==> config.mk <==
export PLATFORM = sky130hd
export DESIGN_NAME = ls_store_buf
export DESIGN_NICKNAME = d
export VERILOG_FILES = /design/src/rtl/ls_store_buf.sv
export SDC_FILE = /design/constraint.sdc
export NUM_CORES = 1
export LEC_CHECK = 0
export BUFFER_PORTS_ARGS = -buffer_cell sky130_fd_sc_hd__clkbuf_2
export CAP_MARGIN = 15
export CORE_ASPECT_RATIO = 0.8
export CORE_MARGIN = 2
export CORE_UTILIZATION = 55
export CTS_CLUSTER_DIAMETER = 80
export DETAILED_ROUTE_END_ITERATION = 7
export PLACE_DENSITY_LB_ADDON = 0.2
export SYNTH_ARGS = -nofsm -noshare
export SYNTH_HDL_FRONTEND = slang
export SYNTH_SLANG_ARGS = --single-unit
export TNS_END_PERCENT = 5
==> constraint.sdc <==
create_clock -name clk -period 6.5 [get_ports clk]
set_input_delay 1.3 -clock clk [delete_from_list [all_inputs] [get_ports clk]]
set_output_delay 1.3 -clock clk [all_outputs]
set_load 0.005 [all_outputs]
==> src/rtl/ls_store_buf.sv <==
// Store buffer between the load/store stage and memory: an in-order FIFO of
// aligned word writes, with byte-granular forwarding to loads.
module ls_store_buf #(
   parameter  int XLEN  = 64,
   parameter  int DEPTH = 4,
   localparam int NB    = XLEN / 8
) (
   input  logic            clk,
   input  logic            rst_n,
   input  logic            st_valid,
   output logic            st_ready,
   input  logic [XLEN-1:0] st_addr,
   input  logic [XLEN-1:0] st_data,
   input  logic [1:0]      st_size,
   output logic            st_misalign,
   input  logic            ld_valid,
   input  logic [XLEN-1:0] ld_addr,
   input  logic [1:0]      ld_size,
   output logic [XLEN-1:0] fwd_data,
   output logic [NB-1:0]   fwd_mask,
   output logic            fwd_hit,
   output logic            ld_stall,
   output logic            mem_wvalid,
   input  logic            mem_wready,
   output logic [XLEN-1:0] mem_waddr,
   output logic [XLEN-1:0] mem_wdata,
   output logic [NB-1:0]   mem_wmask,
   output logic            empty
);
   localparam int LB = $clog2(NB);
   localparam int LD = $clog2(DEPTH);
   localparam logic [XLEN-1:0] WMASK = ~XLEN'(NB - 1);

   function automatic logic [NB-1:0] byte_mask(input logic [LB-1:0] lane, input logic [1:0] size);
      logic [NB-1:0] m;
      int n;
      n = 1 << size;
      m = '0;
      for (int i = 0; i < NB; i++) m[i] = (i >= int'(lane)) && (i < int'(lane) + n);
      return m;
   endfunction

   // A dword store on a 32-bit machine has no legal encoding; drop it like a misaligned one.
   function automatic logic is_aligned(input logic [2:0] lo, input logic [1:0] size);
      return ((int'(lo) & ((1 << size) - 1)) == 0) && !(XLEN == 32 && size == 2'd3);
   endfunction

   logic [DEPTH-1:0] vld_q;
   logic [XLEN-1:0]  waddr_q [DEPTH];
   logic [XLEN-1:0]  data_q  [DEPTH];
   logic [NB-1:0]    mask_q  [DEPTH];
   logic [LD-1:0]    head_q, tail_q;
   logic [LD:0]      count_q;
   logic             misalign_q;

   logic [NB-1:0]    st_mask, ld_need;
   logic [XLEN-1:0]  st_shift, st_lanes;
   logic             st_ok, push, pop;

   assign st_ok    = is_aligned(st_addr[2:0], st_size);
   assign st_mask  = byte_mask(st_addr[LB-1:0], st_size);
   assign st_shift = st_data << {st_addr[LB-1:0], 3'b000};

   always_comb begin
      st_lanes = '0;
      for (int b = 0; b < NB; b++)
         if (st_mask[b]) st_lanes[8*b +: 8] = st_shift[8*b +: 8];
   end

   assign st_ready    = (count_q != DEPTH[LD:0]);
   assign empty       = (count_q == '0);
   assign mem_wvalid  = !empty;
   assign mem_waddr   = waddr_q[head_q];
   assign mem_wdata   = data_q[head_q];
   assign mem_wmask   = mask_q[head_q];
   assign st_misalign = misalign_q;
   assign push        = st_valid && st_ready && st_ok;
   assign pop         = mem_wvalid && mem_wready;

   always_ff @(posedge clk or negedge rst_n) begin
      if (!rst_n) begin
         vld_q      <= '0;
         head_q     <= '0;
         tail_q     <= '0;
         count_q    <= '0;
         misalign_q <= 1'b0;
      end else begin
         misalign_q <= st_valid && st_ready && !st_ok;
         // Push needs a free slot and pop needs an entry, so they never hit the same index.
         if (push) begin
            vld_q[tail_q] <= 1'b1;
            tail_q        <= tail_q + 1'b1;
         end
         if (pop) begin
            vld_q[head_q] <= 1'b0;
            head_q        <= head_q + 1'b1;
         end
         if (push && !pop)      count_q <= count_q + 1'b1;
         else if (pop && !push) count_q <= count_q - 1'b1;
      end
   end

   // Entry payload is qualified by vld_q, so it needs no reset.
   always_ff @(posedge clk) begin
      if (push) begin
         waddr_q[tail_q] <= st_addr & WMASK;
         data_q[tail_q]  <= st_lanes;
         mask_q[tail_q]  <= st_mask;
      end
   end

   // Walk oldest to youngest so the youngest writer of each byte wins.
   always_comb begin
      logic [LD-1:0] idx;
      idx      = '0;
      fwd_data = '0;
      fwd_mask = '0;
      for (int k = 0; k < DEPTH; k++) begin
         idx = head_q + LD'(k);
         if (vld_q[idx] && waddr_q[idx] == (ld_addr & WMASK)) begin
            for (int b = 0; b < NB; b++)
               if (mask_q[idx][b]) fwd_data[8*b +: 8] = data_q[idx][8*b +: 8];
            fwd_mask = fwd_mask | mask_q[idx];
         end
      end
   end

   assign ld_need  = byte_mask(ld_addr[LB-1:0], ld_size);
   assign fwd_hit  = ld_valid && ((ld_need & ~fwd_mask) == '0) && ((ld_need & fwd_mask) != '0);
   assign ld_stall = ld_valid && ((ld_need & fwd_mask) != '0) && !fwd_hit;

endmodule

* Yosys cells after proc, flatten, opt, wreduce, memory -nomap -nowiden
Memories as Yosys holds them, arrays and structs flattened.
Index checks and enable logic that the tools add are counted.
** Word-level totals
- Register bits after elaboration :: 12
- Memory bits (writable) :: 532
- Input bits :: 201
- Memories kept :: 3
** Memory list
- data_q :: words 4, bits a word 64, read ports 4, clocked after memory_dff 0, write ports 1, RTL line 50 : logic [XLEN-1:0] data_q [DEPTH];
- waddr_q :: words 4, bits a word 61, read ports 4, clocked after memory_dff 0, write ports 1, RTL line 49 : logic [XLEN-1:0] waddr_q [DEPTH];
- mask_q :: words 4, bits a word 8, read ports 4, clocked after memory_dff 0, write ports 1, RTL line 51 : logic [NB-1:0] mask_q [DEPTH];
** Operators by class
- $add $sub $neg :: 9
- $lt $le $gt $ge :: 37
- Equal/unequal tests :: 5
- Shift operators :: 3
- Muxes and demuxes :: 66
- Bitwise operators :: 10
- Reduce and logical (&&, ||, !) cells :: 40
** Operators by type and width (number)
- $mux 8 :: 44
- $eq 64x64->1 :: 4
- $lt 4x32->1 const A :: 8
- $mux 64 :: 4
- $lt 3x32->1 const A :: 4
- $add 4x32->32 :: 2
- $lt 1x32->1 const A :: 2
- $lt 2x32->1 const A :: 2
- $shl 1x2->32 const A :: 2
- $shl 64x6->64 :: 1
- $and 4x32->32 :: 1
- $logic_not 32->1 :: 1
- $sub 32x2->32 const B :: 1
- $logic_and 1x1->1 :: 30
- $or 8x8->8 :: 3
- $ge 3x3->1 const A :: 6
- $and 8x8->8 :: 2
- $lt 2x3->1 const B :: 5
- $ge 1x3->1 const A :: 4
- $ge 2x3->1 const A :: 4
- $bmux 1 s2 :: 4
- $logic_not 8->1 :: 1
- $mux 1 :: 8
- $mux 4 :: 2
- other kinds (16) :: 25

* Depth between registers and ports, before layout
- Depth in word-level cells :: 17
- Gate-level depth with buffers :: 24
- Depth with buffers taken out :: 12

* Worst setup path after synthesis
OpenSTA, ideal clock, no wires.
- Path type :: flip-flop to output port
- From :: register head_q[0]
- To :: output port fwd_hit
- Arrival :: 5.127 ns
- Required time :: 5.200 ns
- Path slack :: 0.073 ns
- Cell stages (with the launch flop) :: 22
- Buffers on the path :: 9
- Path through :: dfrtp_1 -> buf_6 -> buf_6 -> inv_1 -> buf_2 -> buf_1 -> buf_2 -> buf_1 -> ha_1 -> buf_6 -> buf_8 -> buf_8 -> mux4_2 -> a2bb2oi_1 -> o221ai_1 -> a311oi_2 -> nand4_4 -> nor4_4 -> a2111oi_1 -> o32ai_1 -> o31a_1 -> nor3b_2
** Between the ends
- Cells in the longest elaborated chain, start to end :: 15
- Elaborated cells on any way between the ends :: 35
- Classes of those cells :: 3 x add/sub; 4 x eq/ne; 12 x mux; 6 x bitwise; 8 x reduce/logical; 2 x memory
** RTL lines
- from (decl) :: RTL line 52 : logic [LD-1:0] head_q, tail_q;
- from (signal assigned) :: RTL line 96 : head_q <= head_q + 1'b1;
- parallel branches: the longest is 9 deep, another holds $mem_v2 4x61
- $mux 8 (*) :: RTL line 120 : if (vld_q[idx] && waddr_q[idx] == (ld_addr & WMASK)) begin
- $not 8->8 :: RTL line 129 : assign fwd_hit = ld_valid && ((ld_need & ~fwd_mask) == '0) && ((ld_need & fwd_mask) != '0);
- $and 8x8->8 :: RTL line 129
- $logic_not 8->1 :: RTL line 129
- $logic_and 1x1->1 :: RTL line 129
- $logic_and 1x1->1 (*) :: RTL line 129
- to (decl) :: RTL line 21 : output logic fwd_hit,
Every way passes the cells marked *. The select of a mux whose other input is x is not followed.

* Worst setup path after layout
- From :: register head_q[1]
- To :: output port fwd_hit
The elaborated chain is that of the path after synthesis.

==> flow_summary.json <==
{
  "outcome": "finished, violations left",
  "violations": "setup timing",
  "async_flop_share": 0.0221,
  "post-dp-hpwl_mm": 117,
  "clk_pin_slew_ps": 60,
  "grt_pass1_vias": 29300,
  "drt_iter0_markers": 5079,
  "htree_levels": 2,
  "die_area_um2": 74300,
  "rsz0062_at_grt": "true",
  "yosysMostFrequentCell": "edfxtp_1",
  "vdd_drop_max_mv": 0.394,
  "cts-root-buf": "clkbuf_16",
  "leakage_uw": 0.0170,
  "setup_viol": 13,
  "track_usage": 0.412,
  "yosysWarnings": 0,
  "drc": 0,
  "final_core_util": 0.651,
  "multi_input_area_um2": 22300,
  "r2r_slack_ps": 3890,
  "ios": 415,
  "clock_skew_ps": 54.2,
  "regArea_um2": 16300,
  "wl_mm": 157,
  "holdPathStages": 1,
  "synth_edf_count": 532,
  "slew_headroom": 0.214,
  "powerDensity_nw_per_um2": 470,
  "min_to": "count_q[2]",
  "max_stage_delay_ps": 500,
  "cts_tree": "built",
  "cts-buffers-inserted": 57,
  "yosysSeqAreaShare": 0.410,
  "synth_top_area_frac": 0.402,
  "hold_violations": 0,
  "syn_to_final_growth_pct": 17.7,
  "period_share": 1.01,
  "wl_per_cell_um": 36.3,
  "worstSetupStartpointType": "flip-flop",
  "final_antenna_net_count": 0,
  "maxCapViolations": 0,
  "fillCellCount": 5226,
  "fp-row-count": 88,
  "nets": 3561,
  "start_util": 0.553,
  "worstHoldStart": "count_q[2]",
  "place_congestion": 1.09,
  "coreArea_um2": 71800,
  "synth_common_cells": "532 x edfxtp_1, 459 x mux4_2, 307 x mux2i_1",
  "clock_latency_ps": 690,
  "cp-end-kind": "output port",
  "overflow": 0,
  "antenna_found_initial": 25,
  "r2r_start": "count_q[0]",
  "ys_ff_latch": 544,
  "via_per_inst": 7.27,
  "die_w_um": 304,
  "drv_slew": 0,
  "synth_flop_cell": "edfxtp_1",
  "fin_crit_ps": 6580,
  "synth_cells": 2889,
  "required_ps": 5200,
  "crit_buf_inv": 5,
  "crit_chain": "clkinvlp_4 -> ha_4 -> buf_12 -> buf_12 -> mux4_2 -> xnor2_1 -> o2111ai_1 -> a211o_4 -> buf_6 -> nor4_4 -> a2111oi_2 -> o2111ai_1 -> o31a_1 -> nor3b_4 -> buf_2",
  "worstMarginPinSlew_ps": 1160,
  "syn_area_per_cell_um2": 13.7,
  "grt_pass1_wl_mm": 217,
  "synthDistinctLibCells": 82,
  "vias": 31500,
  "worst_slack_ps": -78.5,
  "reg2reg_depth": 5,
  "cts.path.max_buffers": 3,
  "syn-cell-area_um2": 39700,
  "die_h_um": 244,
  "r2r-end": "data_q[0][36]",
  "dr.pass1.iters": 6,
  "port_buffers": 411,
  "crit_fanout": 10,
  "worstSetupPathType": "reg2out",
  "hp-class": "reg2reg",
  "fmax_mhz": 152,
  "grt_max_degree": 158,
  "synth.area.top_cells": "edfxtp_1 40%, mux4_2 26%, mux2i_1 7.7%",
  "worst_path_dominant_cell_family": "compound AO/OA/AOI/OAI gates",
  "synth_area_leader_cell": "edfxtp_1",
  "crit_slowest_cell": "mux4_2",
  "clock_sinks": 544,
  "drive_above_1_share": 0.401,
  "critPathArrivalTime_ps": 5280,
  "fin_total_pwr_uw": 22000
}
[power breakdown]
part | leakage (uW) | switching [uW] | internal [uW] | total [uW]
clock network | 0.000958 | 1480 | 2020 | 3500
logic | 0.0110 | 7560 | 6330 | 13900
registers | 0.00502 | 300 | 4270 | 4570
total | 0.0170 | 9340 | 12600 | 22000
[placed cells by master (no fill, tap or decap), drive strengths merged, types with 23 or more instances in the layout]
cell type	synthesis	layout
inv	118	118
clkinv	2	29
xnor2	130	130
nand3	33	33
a21oi	71	71
nor2	98	98
nand4	31	31
buf	147	207
xor2	32	32
mux2	46	46
mux4	459	459
nand2	214	214
mux2i	307	307
edfxtp	532	532
nor4	44	44
o21ai	140	140
nor2b	23	23
clkbuf	89	479
o22ai	25	25
[cell families (layout without fill, tap and decap cells)]
logic type               Yosys count  after routing  synth area share
adder cells (fa/ha/maj)           19             19           0.00656
AND/OR/NAND/NOR                  545            545            0.0727
XOR/XNOR                         162            162            0.0357
AO/OA/AOI/OAI                    450            450            0.0774
other                              1             10         0.0000945
buffers and inverters            356            853            0.0466
flip-flops                       544            544             0.410
multiplexers                     812            812             0.351
[worst max path at each step]
| stage | slack [ps] | to | start | cells after the start |
|---|---|---|---|---|
| 6_report | -80 | fwd_hit | head_q[1] | 15 |
| 5_1_grt | -150 | fwd_hit | head_q[1] | 17 |
| 4_1_cts | -30 | fwd_hit | head_q[0] | 16 |
| 3_5_place_dp | 50 | fwd_hit | ld_addr[46] | 11 |
| 3_3_place_gp | 40 | fwd_hit | ld_addr[46] | 11 |
| 2_1_floorplan | 70 | fwd_hit | head_q[0] | 21 |
[routing by layer]
| metal | wire length [um] | global-route usage | vias to the layer above |
|---|---|---|---|
| met5 | 332 | 0 | - |
| met4 | 4450 | 0.108 | 28 |
| met3 | 25000 | 0.158 | 277 |
| met2 | 65800 | 0.565 | 2335 |
| met1 | 61800 | 0.613 | 16200 |
| li1 | - | - | 12700 |
[stage by stage]
step                std cells  setup slack, ps  hold WS [ps]  TNS [ps]  instance area [um^2]
global route             4335             -149           528     -2600                 46700
global placement         4163             43.8           473         0                 43100
floorplan                2891             73.1           455         0                 39700
finish                   4340            -78.5           491      -259                 46700
detailed placement       4163             51.1           477         0                 43100
CTS                      4287            -31.7           490     -56.8                 45700
[final cells by class]
cell class | count | share of cell area
Multi-Input combinational cell | 1991 | 0.478
Sequential cell | 544 | 0.349
Timing Repair Buffer | 627 | 0.0956
Clock buffer | 64 | 0.0311
Tap cell | 945 | 0.0253
Clock inverter | 42 | 0.0115
Inverter | 120 | 0.00986
Antenna cell | 7 | 0.000375
[worst register-to-register path: cells and delay by family, from the launching register on]
family,cells,cell delay [ps]
flip-flops,1,430
AND/OR/NAND/NOR,4,1410
buffers and inverters,1,390
[registers in the layout, summed over array words and instances, names as in the netlist]
register     cells
tail_q           2
head_q           2
mask_q          32
vld_q            4
st_misalign      1
count_q          3
data_q         256
waddr_q        244
[repair_timing]
action / CTS / global route
hold buffers: 0 / 0
hold endpoints to repair: 0 / 0
gates cloned: 5 / 6
buffers inserted: 13 / 42
pin swaps: 15 / 36
setup endpoints to repair: 70 / 63
gates resized for setup: 50 / 113
Power figures use the tool's default switching activity.
